### config.mk
export PLATFORM = sky130hd
export DESIGN_NAME = bomb_scheduler_flat
export DESIGN_NICKNAME = d
export VERILOG_FILES = /design/src/rtl/bomb_scheduler_if.sv /design/src/rtl/bomb_scheduler.sv /design/src/flat_wrapper.sv
export SDC_FILE = /design/constraint.sdc
export NUM_CORES = 1
export LEC_CHECK = 0
export BUFFER_PORTS_ARGS = -buffer_cell sky130_fd_sc_hd__buf_2
export CORE_MARGIN = 3
export CORE_UTILIZATION = 30
export DETAILED_ROUTE_END_ITERATION = 8
export PLACE_DENSITY = 0.47
export SYNTH_ARGS = -nofsm -noshare
export SYNTH_HDL_FRONTEND = slang
export SYNTH_SLANG_ARGS = --single-unit
### constraint.sdc
create_clock -name pixel_clk -period 15.84 [get_ports pixel_clk]
set_input_delay 0.792 -clock pixel_clk [delete_from_list [all_inputs] [get_ports pixel_clk]]
set_output_delay 0.792 -clock pixel_clk [all_outputs]
set_load 0.05 [all_outputs]
### src/rtl/bomb_scheduler_if.sv
// Bomb scheduler request/result bus: player placement requests in,
// ack/nack pulses, per-cell code planes and live-slot count out.
interface bomb_scheduler_if;
  logic [1:0]  game_over;
  logic        p1_place_req;
  logic [6:0]  p1_cell;
  logic        p2_place_req;
  logic [6:0]  p2_cell;
  logic        p1_ack;
  logic        p1_nack;
  logic        p2_ack;
  logic        p2_nack;
  logic [99:0] Bomb_bit0;
  logic [99:0] Bomb_bit1;
  logic [3:0]  active_count;

  modport master (
    output game_over, p1_place_req, p1_cell,
    output p2_place_req, p2_cell,
    input  p1_ack, p1_nack, p2_ack, p2_nack,
    input  Bomb_bit0, Bomb_bit1, active_count
  );

  modport slave (
    input  game_over, p1_place_req, p1_cell,
    input  p2_place_req, p2_cell,
    output p1_ack, p1_nack, p2_ack, p2_nack,
    output Bomb_bit0, Bomb_bit1, active_count
  );
endinterface

### src/rtl/bomb_scheduler.sv
// Bomb slot pool, placement arbitration, fuse timing and 10x10 code planes.
// Optional BOMB_SCHED_CHAIN_EN: blasts detonate armed/fusing bombs they cover.
module bomb_scheduler #(
  parameter int NUM_SLOTS   = 4,
  parameter int PER_PLAYER  = 2,
  parameter int TICK_DIV    = 25000000,
  parameter int ARM_TICKS   = 1,
  parameter int FUSE_TICKS  = 1,
  parameter int BLAST_TICKS = 1
) (
  input logic pixel_clk,
  input logic rst,
  bomb_scheduler_if.slave bus
);
  localparam int SW = (NUM_SLOTS > 1) ? $clog2(NUM_SLOTS) : 1;
  localparam int PW = (TICK_DIV > 1) ? $clog2(TICK_DIV) : 1;
  localparam logic [1:0] S_IDLE = 2'd0;
  localparam logic [1:0] S_NEW  = 2'd1;
  localparam logic [1:0] S_FUSE = 2'd2;
  localparam logic [1:0] S_EXPL = 2'd3;

  logic [PW-1:0] presc_q, presc_d;
  logic [1:0] st_q [NUM_SLOTS];
  logic [1:0] st_d [NUM_SLOTS];
  logic [7:0] cnt_q [NUM_SLOTS];
  logic [7:0] cnt_d [NUM_SLOTS];
  logic [6:0] cell_q [NUM_SLOTS];
  logic [6:0] cell_d [NUM_SLOTS];
  logic [NUM_SLOTS-1:0] own_q, own_d;
  logic rr_q, rr_d;
  logic ack1_q, nack1_q, ack2_q, nack2_q;
  logic ack1_d, nack1_d, ack2_d, nack2_d;
  logic [99:0] b0_q, b1_q, b0_d, b1_d;
  logic [3:0] act_q, act_d;

  logic frozen, tick;
  logic has1, has2, busy1, busy2;
  logic [SW-1:0] f1, f2, p2slot;
  logic [3:0] own1, own2;
  logic ok1, ok2, both, joint, g1, g2;
  logic [99:0] ex_d, n1_d, n2_d, fp_d;
`ifdef BOMB_SCHED_CHAIN_EN
  logic [99:0] ex_q, fp_q;
`endif

  assign frozen = |bus.game_over;
  assign tick = !frozen && (presc_q == PW'(TICK_DIV - 1));
  assign presc_d = frozen ? presc_q : (tick ? '0 : presc_q + 1'b1);

  always_comb begin
    has1 = 1'b0;
    has2 = 1'b0;
    f1 = '0;
    f2 = '0;
    own1 = '0;
    own2 = '0;
    busy1 = 1'b0;
    busy2 = 1'b0;
    for (int s = 0; s < NUM_SLOTS; s++) begin
      if (st_q[s] == S_IDLE) begin
        if (!has1) begin
          has1 = 1'b1;
          f1 = SW'(s);
        end else if (!has2) begin
          has2 = 1'b1;
          f2 = SW'(s);
        end
      end else begin
        if (own_q[s]) own2 = own2 + 4'd1;
        else own1 = own1 + 4'd1;
        if (cell_q[s] == bus.p1_cell) busy1 = 1'b1;
        if (cell_q[s] == bus.p2_cell) busy2 = 1'b1;
      end
    end
  end

  assign ok1 = bus.p1_place_req && !frozen && (bus.p1_cell <= 7'd99)
            && !busy1 && (own1 < 4'(PER_PLAYER)) && has1;
  assign ok2 = bus.p2_place_req && !frozen && (bus.p2_cell <= 7'd99)
            && !busy2 && (own2 < 4'(PER_PLAYER)) && has1;
  assign both = ok1 && ok2;
  assign joint = both && (bus.p1_cell != bus.p2_cell) && has2;
  // Contested only when both are individually grantable but not jointly
  assign g1 = ok1 && (!both || joint || !rr_q);
  assign g2 = ok2 && (!both || joint || rr_q);
  assign rr_d = (both && !joint) ? !rr_q : rr_q;
  assign p2slot = (g1 && g2) ? f2 : f1;

  assign ack1_d = g1;
  assign nack1_d = bus.p1_place_req && !g1;
  assign ack2_d = g2;
  assign nack2_d = bus.p2_place_req && !g2;

  always_comb begin
    own_d = own_q;
    for (int s = 0; s < NUM_SLOTS; s++) begin
      st_d[s] = st_q[s];
      cnt_d[s] = cnt_q[s];
      cell_d[s] = cell_q[s];
      if (st_q[s] != S_IDLE && tick) begin
        if (cnt_q[s] > 8'd1) begin
          cnt_d[s] = cnt_q[s] - 8'd1;
        end else begin
          unique case (1'b1)
            st_q[s] == S_NEW: begin
              st_d[s] = S_FUSE;
              cnt_d[s] = 8'(FUSE_TICKS);
            end
            st_q[s] == S_FUSE: begin
              st_d[s] = S_EXPL;
              cnt_d[s] = 8'(BLAST_TICKS);
            end
            default: begin
              st_d[s] = S_IDLE;
              cnt_d[s] = '0;
            end
          endcase
        end
      end
`ifdef BOMB_SCHED_CHAIN_EN
      if ((st_q[s] == S_NEW || st_q[s] == S_FUSE) && fp_q[cell_q[s]]) begin
        st_d[s] = S_EXPL;
        cnt_d[s] = 8'(BLAST_TICKS);
      end
`endif
      if (g1 && f1 == SW'(s)) begin
        st_d[s] = S_NEW;
        cnt_d[s] = 8'(ARM_TICKS);
        cell_d[s] = bus.p1_cell;
        own_d[s] = 1'b0;
      end
      if (g2 && p2slot == SW'(s)) begin
        st_d[s] = S_NEW;
        cnt_d[s] = 8'(ARM_TICKS);
        cell_d[s] = bus.p2_cell;
        own_d[s] = 1'b1;
      end
    end
  end

  always_comb begin
    ex_d = '0;
    n1_d = '0;
    n2_d = '0;
    act_d = '0;
`ifdef BOMB_SCHED_CHAIN_EN
    ex_q = '0;
`endif
    for (int s = 0; s < NUM_SLOTS; s++) begin
      case (st_d[s])
        S_NEW:   n1_d[cell_d[s]] = 1'b1;
        S_FUSE:  n2_d[cell_d[s]] = 1'b1;
        S_EXPL:  ex_d[cell_d[s]] = 1'b1;
        default: ;
      endcase
      if (st_d[s] != S_IDLE) act_d = act_d + 4'd1;
`ifdef BOMB_SCHED_CHAIN_EN
      if (st_q[s] == S_EXPL) ex_q[cell_q[s]] = 1'b1;
`endif
    end
  end

  // Edge cells reuse their own index for a clipped neighbour
  for (genvar k = 0; k < 100; k++) begin : g_fp
    localparam int KW = (k % 10 != 0) ? k - 1 : k;
    localparam int KE = (k % 10 != 9) ? k + 1 : k;
    localparam int KN = (k >= 10) ? k - 10 : k;
    localparam int KS = (k < 90) ? k + 10 : k;
    assign fp_d[k] = ex_d[k] | ex_d[KW] | ex_d[KE] | ex_d[KN] | ex_d[KS];
`ifdef BOMB_SCHED_CHAIN_EN
    assign fp_q[k] = ex_q[k] | ex_q[KW] | ex_q[KE] | ex_q[KN] | ex_q[KS];
`endif
  end

  assign b1_d = n2_d | fp_d;
  assign b0_d = (n1_d & ~n2_d) | fp_d;

  always_ff @(posedge pixel_clk) begin
    if (rst) begin
      presc_q <= '0;
      rr_q <= 1'b0;
      own_q <= '0;
      ack1_q <= 1'b0;
      nack1_q <= 1'b0;
      ack2_q <= 1'b0;
      nack2_q <= 1'b0;
      b0_q <= '0;
      b1_q <= '0;
      act_q <= '0;
      for (int s = 0; s < NUM_SLOTS; s++) begin
        st_q[s] <= S_IDLE;
        cnt_q[s] <= '0;
        cell_q[s] <= '0;
      end
    end else begin
      presc_q <= presc_d;
      rr_q <= rr_d;
      own_q <= own_d;
      ack1_q <= ack1_d;
      nack1_q <= nack1_d;
      ack2_q <= ack2_d;
      nack2_q <= nack2_d;
      b0_q <= b0_d;
      b1_q <= b1_d;
      act_q <= act_d;
      for (int s = 0; s < NUM_SLOTS; s++) begin
        st_q[s] <= st_d[s];
        cnt_q[s] <= cnt_d[s];
        cell_q[s] <= cell_d[s];
      end
    end
  end

  assign bus.p1_ack = ack1_q;
  assign bus.p1_nack = nack1_q;
  assign bus.p2_ack = ack2_q;
  assign bus.p2_nack = nack2_q;
  assign bus.Bomb_bit0 = b0_q;
  assign bus.Bomb_bit1 = b1_q;
  assign bus.active_count = act_q;
endmodule

### src/flat_wrapper.sv
// flat-port wrapper written by rule: the top's interface ports become plain ports
module bomb_scheduler_flat 
#(
  parameter int NUM_SLOTS   = 4,
  parameter int PER_PLAYER  = 2,
  parameter int TICK_DIV    = 25000000,
  parameter int ARM_TICKS   = 1,
  parameter int FUSE_TICKS  = 1,
  parameter int BLAST_TICKS = 1
)
  (pixel_clk, rst, bus_game_over, bus_p1_place_req, bus_p1_cell, bus_p2_place_req, bus_p2_cell, bus_p1_ack, bus_p1_nack, bus_p2_ack, bus_p2_nack, bus_Bomb_bit0, bus_Bomb_bit1, bus_active_count);
  bomb_scheduler_if bus_i ();
  input logic pixel_clk;
  input logic rst;
  input wire logic [$bits(bus_i.game_over)-1:0] bus_game_over;
  input wire logic [$bits(bus_i.p1_place_req)-1:0] bus_p1_place_req;
  input wire logic [$bits(bus_i.p1_cell)-1:0] bus_p1_cell;
  input wire logic [$bits(bus_i.p2_place_req)-1:0] bus_p2_place_req;
  input wire logic [$bits(bus_i.p2_cell)-1:0] bus_p2_cell;
  output wire logic [$bits(bus_i.p1_ack)-1:0] bus_p1_ack;
  output wire logic [$bits(bus_i.p1_nack)-1:0] bus_p1_nack;
  output wire logic [$bits(bus_i.p2_ack)-1:0] bus_p2_ack;
  output wire logic [$bits(bus_i.p2_nack)-1:0] bus_p2_nack;
  output wire logic [$bits(bus_i.Bomb_bit0)-1:0] bus_Bomb_bit0;
  output wire logic [$bits(bus_i.Bomb_bit1)-1:0] bus_Bomb_bit1;
  output wire logic [$bits(bus_i.active_count)-1:0] bus_active_count;
  assign bus_i.game_over = bus_game_over;
  assign bus_i.p1_place_req = bus_p1_place_req;
  assign bus_i.p1_cell = bus_p1_cell;
  assign bus_i.p2_place_req = bus_p2_place_req;
  assign bus_i.p2_cell = bus_p2_cell;
  assign bus_p1_ack = bus_i.p1_ack;
  assign bus_p1_nack = bus_i.p1_nack;
  assign bus_p2_ack = bus_i.p2_ack;
  assign bus_p2_nack = bus_i.p2_nack;
  assign bus_Bomb_bit0 = bus_i.Bomb_bit0;
  assign bus_Bomb_bit1 = bus_i.Bomb_bit1;
  assign bus_active_count = bus_i.active_count;
  bomb_scheduler #(.NUM_SLOTS(NUM_SLOTS), .PER_PLAYER(PER_PLAYER), .TICK_DIV(TICK_DIV), .ARM_TICKS(ARM_TICKS), .FUSE_TICKS(FUSE_TICKS), .BLAST_TICKS(BLAST_TICKS)) u_core (.pixel_clk(pixel_clk), .rst(rst), .bus(bus_i));
endmodule
# == After elaboration in Yosys (flattened, before gate mapping) ==
# Memories as Yosys holds them, arrays and structs flattened.
# Index checks and enable logic that the tools add are counted.
# word_totals
word_cells,710
reg_bits,238
output_inout_bits,208
mem_bits_rw,68
mem_count,3
in_bits,20
# classes
muxes,153
n_lt_le_gt_ge,16
addsub,14
bitwise,405
reduce_logical,70
eq_ne,36
# memory_table
name,words,word_bits,read_ports,rd_ports_with_merged_regs,wr,line,rtl
u_core.cnt_q,4,8,4,0,4,bomb_scheduler.sv:25,logic [7:0] cnt_q [NUM_SLOTS];
u_core.cell_q,4,7,4,0,4,bomb_scheduler.sv:27,logic [6:0] cell_q [NUM_SLOTS];
u_core.st_q,4,2,4,0,4,bomb_scheduler.sv:23,logic [1:0] st_q [NUM_SLOTS];
# ops
operator,n
100-bit 2-to-1 mux,12
100-bit bitwise OR,11
1-bit bitwise OR,392
8-bit 2-to-1 mux,20
100-bit bitwise AND,1
100-bit inverter,1
7-bit 2-to-1 mux,12
4-bit 2-to-1 mux,17
2-bit 2-to-1 mux,31
7-bit == test,8
1-bit 2-to-1 mux,52
1-bit logical AND,36
"4-bit by 1-bit adder with 4-bit output, second input constant",8
"2-bit == test, second input constant",16
"8-bit by 1-bit > comparator with 1-bit output, second input constant",4
"7-bit by 8-bit less-than comparator with 1-bit output, second input constant",4
"8-bit by 1-bit subtractor with 8-bit output, second input constant",4
1-bit demux with 7-bit select,4
"7-bit by 1-bit greater-or-equal comparator with 1-bit output, second input constant",4
"25-bit by 1-bit adder with 25-bit output, second input constant",1
"25-bit == test, second input constant",1
25-bit 2-to-1 mux,1
2-bit nonzero test,12
"2-bit by 1-bit == test with 1-bit output, second input constant",10
other kinds (9),32

# == Depth between registers and ports, before layout ==
# An unclocked memory read counts as a cell.
# depth
ltp_word,42
depth_mapped,29
mapped_depth_nobuf,25

# == Worst setup path before layout ==
# OpenSTA, ideal clock, no wires.
# synth_path
path_type,register to register
startpoint,memory u_core.st_q[0][1]
endpoint,register u_core.act_q[2] (netlist: u_core.bus.active_count[2])
path_slack_ns,10.533
setup_time_ns,0.128
path_buffers,5
stages_incl_launch_ff,28
period_less_slack_ns,5.307
required_time_ns,15.712
arrival_ns,5.179
cell_sequence,dfxtp_1 inv_1 ha_1 nor2b_1 ha_1 mux2i_1 inv_1 ha_1 mux2_2 ha_1 nand3b_1 xnor2_1 and4_4 and3_1 buf_2 buf_4 buf_4 nor3_2 clkbuf_1 buf_1 nor2_1 o21ai_0 ha_1 xor2_1 ha_1 o21ai_0 xnor2_1 nor2_1
# synth_lines
element,line,rtl
"start, declared",bomb_scheduler.sv:23,
"end signal, assigned",bomb_scheduler.sv:205,act_q <= act_d;
"end, declared",bomb_scheduler.sv:34,"logic [3:0] act_q, act_d;"

==> metrics.md <==
| Metric | Value |
|---|---|
| Status | `finished, final reports clean` |
| P per Cell Area | `65.22 nW/um^2` |
| # DRC | `0` |
| GRT Total Usage | `40.56%` |
| Die X | `299.3 um` |
| Die Y-Extent | `299.3 um` |
| Root buffer cell | `clkbuf_16` |
| Initial antenna violation count | `17` |
| Post-synth EDFFs | `0` |
| Data required, critical path | `16,240 ps` |
| Critical Path Fanout Max | `44` |
| Setup_tns | `0 ps` |
| Async set-reset flop share out of synthesis | `0%` |
| Overflow after GRT | `0` |
| Synth Flop Type | `dfxtp_1` |
| # IOs | `228` |
| Int Pwr | `approximately 1.4 mW` |
| Fin Hold WS | `roughly 480 ps` |
| Number of hold buffers added after CTS | `0` |
| Finished Core Util | `a little over a third` |
| Max-slew violations | `0` |
| FMAX | `124.7 MHz` |
| Worst-path clk slew | `50 ps` |
| CP Class | `reg -> reg` |
| Routed length per instance | `about 40 um` |
| Leakage | `10.41 nW` |
| Proportion of power drawn by combinational gates | `10.6%` |
| Worst-Margin Slew | `1446 ps` |
| Sw Ratio | `roughly 28%` |
| Via/cell ratio | `6.936` |
| Initial Util | `30.54%` |
| Antenna-violating nets left | `0` |
| DR iter-0 viols | `around 6,100` |
| Via count | `33,470` |
| Setup violators final | `0` |
| Kind of start point of the critical path | `flip-flop` |
| WP data arrival | `about 8400 ps` |
| Psw | `between 0.5 and 0.6 mW` |
| Worst-Skew Late Latency | `just over 600 ps` |
| Drt pass-1 iters | `6` |
| Setup Buffers After CTS | `0` |
| Worst hold path type | `reg -> reg` |
| Yosys Warn Count | `0` |
| Mapped Nets | `about 3,600` |
| Core region area | `84,480 um^2` |
| Critical path capture point type | `flip-flop` |
| Slew headroom | `2.884%` |
| Seq cells post-synth | `306` |
| Final hold vios | `0` |
| IO Port Bufs | `around 230` |
| Sequential-to-total area share from yosys stat | `a little under a quarter` |
| Seq pwr share | `about two fifths` |
| Clock Sinks | `306` |
| Area Overhead vs Synth | `14.05%` |
| Routability congestion estimate | `approximately 1.1` |
| Mapped Avg Cell Area | `7.231 um^2` |
| Die area | `89,550 um^2` |
| Final WL | `roughly 190 mm` |
| Min Tclk post-route | `roughly 8000 ps` |
| Period utilization | `~51%` |
| Max cap viols | `0` |
| Mapped Cells | `3,568` |
| Longest Clk Path Bufs | `3` |
| CTS tree | `yes` |
| Share of cells above drive strength 1 | `17.09%` |
| Pin count of the biggest net entering global routing | `98` |
| Clock power share | `48.6%` |
| Cell area after synthesis | `25,800 um^2` |
| CTS resizes | `0` |
| Vias in the first global route | `31,010` |
| Unique masters post-synth | `110` |
| Worst IR drop on VDD | `roughly 0.067 mV` |
| Rows | `~110` |
| CTS HTree Levels | `2` |
| First-pass GRT wire length | `257.4 mm` |
| Final #Nets | `3,711` |
| Unrepaired setup endpoints after global routing | `no` |
| CTS Buf Count | `38` |
| Worst Skew | `52.84 ps` |
| Hpwl dp | `140.4 mm` |
[cells by family (layout without fill, tap and decap cells)]
family | count (synthesis) | count (layout) | synth area share [%]
xor gates and xnor gates | 113 | 113 | 3.836
DFF | 306 | 306 | 23.75
other | 1 | 5 | 0.01454
muxes | 180 | 180 | 7.372
AOI/OAI and AO/OA | 974 | 974 | 25.46
buffers and inverters | 371 | 490 | 6.421
adders and majority gates | 30 | 30 | 1.455
and+or+nand+nor | 1593 | 1593 | 31.70
[layer usage]
layer	wire length, um	global-route usage (%)
met5	30	0
met4	15900	26.90
met3	25410	13.28
met2	76190	58.06
met1	73170	51.66
[layout make-up]
cell class	instances	area (um^2)
fill	9168	55060
timing repair buffer	373	2241
sequential	306	6126
clock inverter	15	231.5
clock buffer	51	1060
multi-input combinational	2891	18140
antenna	4	10.01
tap	1134	1419
inverter	51	191.4
[registers in the layout, summed over array words and instances (netlist names), 4 cells and up]
| name | flops |
|---|---|
| u_core.bus.Bomb_bit0 | 100 |
| u_core.bus.Bomb_bit1 | 100 |
| u_core.bus.active_count | 4 |
| u_core.cell_q | 28 |
| u_core.cnt_q | 32 |
| u_core.own_q | 4 |
| u_core.presc_q | 25 |
| u_core.st_q | 8 |
[stage by stage]
stage,worst slack (ps),cell area [um^2],power [mW],instances
2_1_floorplan,10530,25800,0.9179,3568
5_1_grt,7642,29410,1.963,4822
4_1_cts,8225,29410,1.922,4821
3_3_place_gp,8080,28120,0.9938,4755
6_report,7823,29420,1.919,4825
3_5_place_dp,8262,28120,0.9904,4755
[synthesized netlist by cell type (46+ instances only)]
cell        n  area, um^2
nor4_1     83       519.3
o22ai_1   280        1752
nand2_1   260       975.9
xor2_1     68       595.6
nor3_1    138       690.7
mux2_2     62       698.2
clkbuf_1  165       619.3
a21oi_1   207        1036
nand4_1    84       525.5
nand2b_1   55       344.1
dfxtp_1   306        6126
nor2_1    478        1794
inv_1      50       187.7
and3_1     46       287.8
mux2i_1   112        1121
nand3_1   182       910.9
buf_2      98       490.5
o21ai_0   101       505.5
[power groups by stage]
stage	clock (mW)	combinational, mW	sequential [mW]
6_report	0.932	0.204	0.783
5_1_grt	0.973	0.207	0.782
4_1_cts	0.948	0.192	0.782
3_5_place_dp	0	0.191	0.799
3_3_place_gp	0	0.195	0.799
2_1_floorplan	0	0.118	0.800
[critical path, stage by stage, from the launching register on]
cell      delay, ps
dfxtp_1         320
inv_1           130
ha_1            450
nor2b_1         130
ha_1            310
mux2i_1         270
inv_1            90
ha_1            290
mux2_2          280
ha_1            280
mux2i_1          60
and3_1          200
and3_2          190
buf_4           280
or4b_4          580
a21oi_4         160
buf_4           670
mux2i_2         970
o211ai_1        560
nand2b_1        300
nor4_1         1050
a21oi_1         200
[cell usage in the layout (no fill, tap or decap), types with 14 or more instances in the layout]
cell type,n
clkbuf_16,38
a311oi_1,26
nor4_1,81
nor2b_1,38
buf_2,226
xor2_1,68
o32ai_1,20
and4_1,14
o31ai_1,37
or3_1,35
xnor2_1,45
a211oi_1,30
mux2_2,62
mux2i_1,111
inv_1,50
nor2_1,475
and3_1,45
or2_2,31
o21ai_0,96
nand2_1,259
o221ai_1,22
nand2b_1,53
ha_1,30
nand3_1,182
o22a_1,21
a31oi_1,25
nand4_1,84
o211ai_1,22
and2_1,25
dfxtp_1,306
o22ai_1,280
or4_1,16
nor3_1,137
a41oi_1,41
a21oi_1,204
buf_4,146
[final timing paths]
kind / cells past startpoint / slack [ps] / from / to
worst max-delay path: 21 / 7820 / u_core.st_q[0][0]$_SDFF_PP0_ / u_core.bus.Bomb_bit1[72]$_SDFF_PP0_
worst min-delay path: 2 / 480 / u_core.presc_q[1]$_SDFFE_PP0N_ / u_core.presc_q[1]$_SDFFE_PP0N_
worst max register to register: 21 / 7820 / u_core.st_q[0][0]$_SDFF_PP0_ / u_core.bus.Bomb_bit1[72]$_SDFF_PP0_
worst min register to register: 2 / 480 / u_core.presc_q[1]$_SDFFE_PP0N_ / u_core.presc_q[1]$_SDFFE_PP0N_
Note: power is estimated with default switching activity, not from simulation.
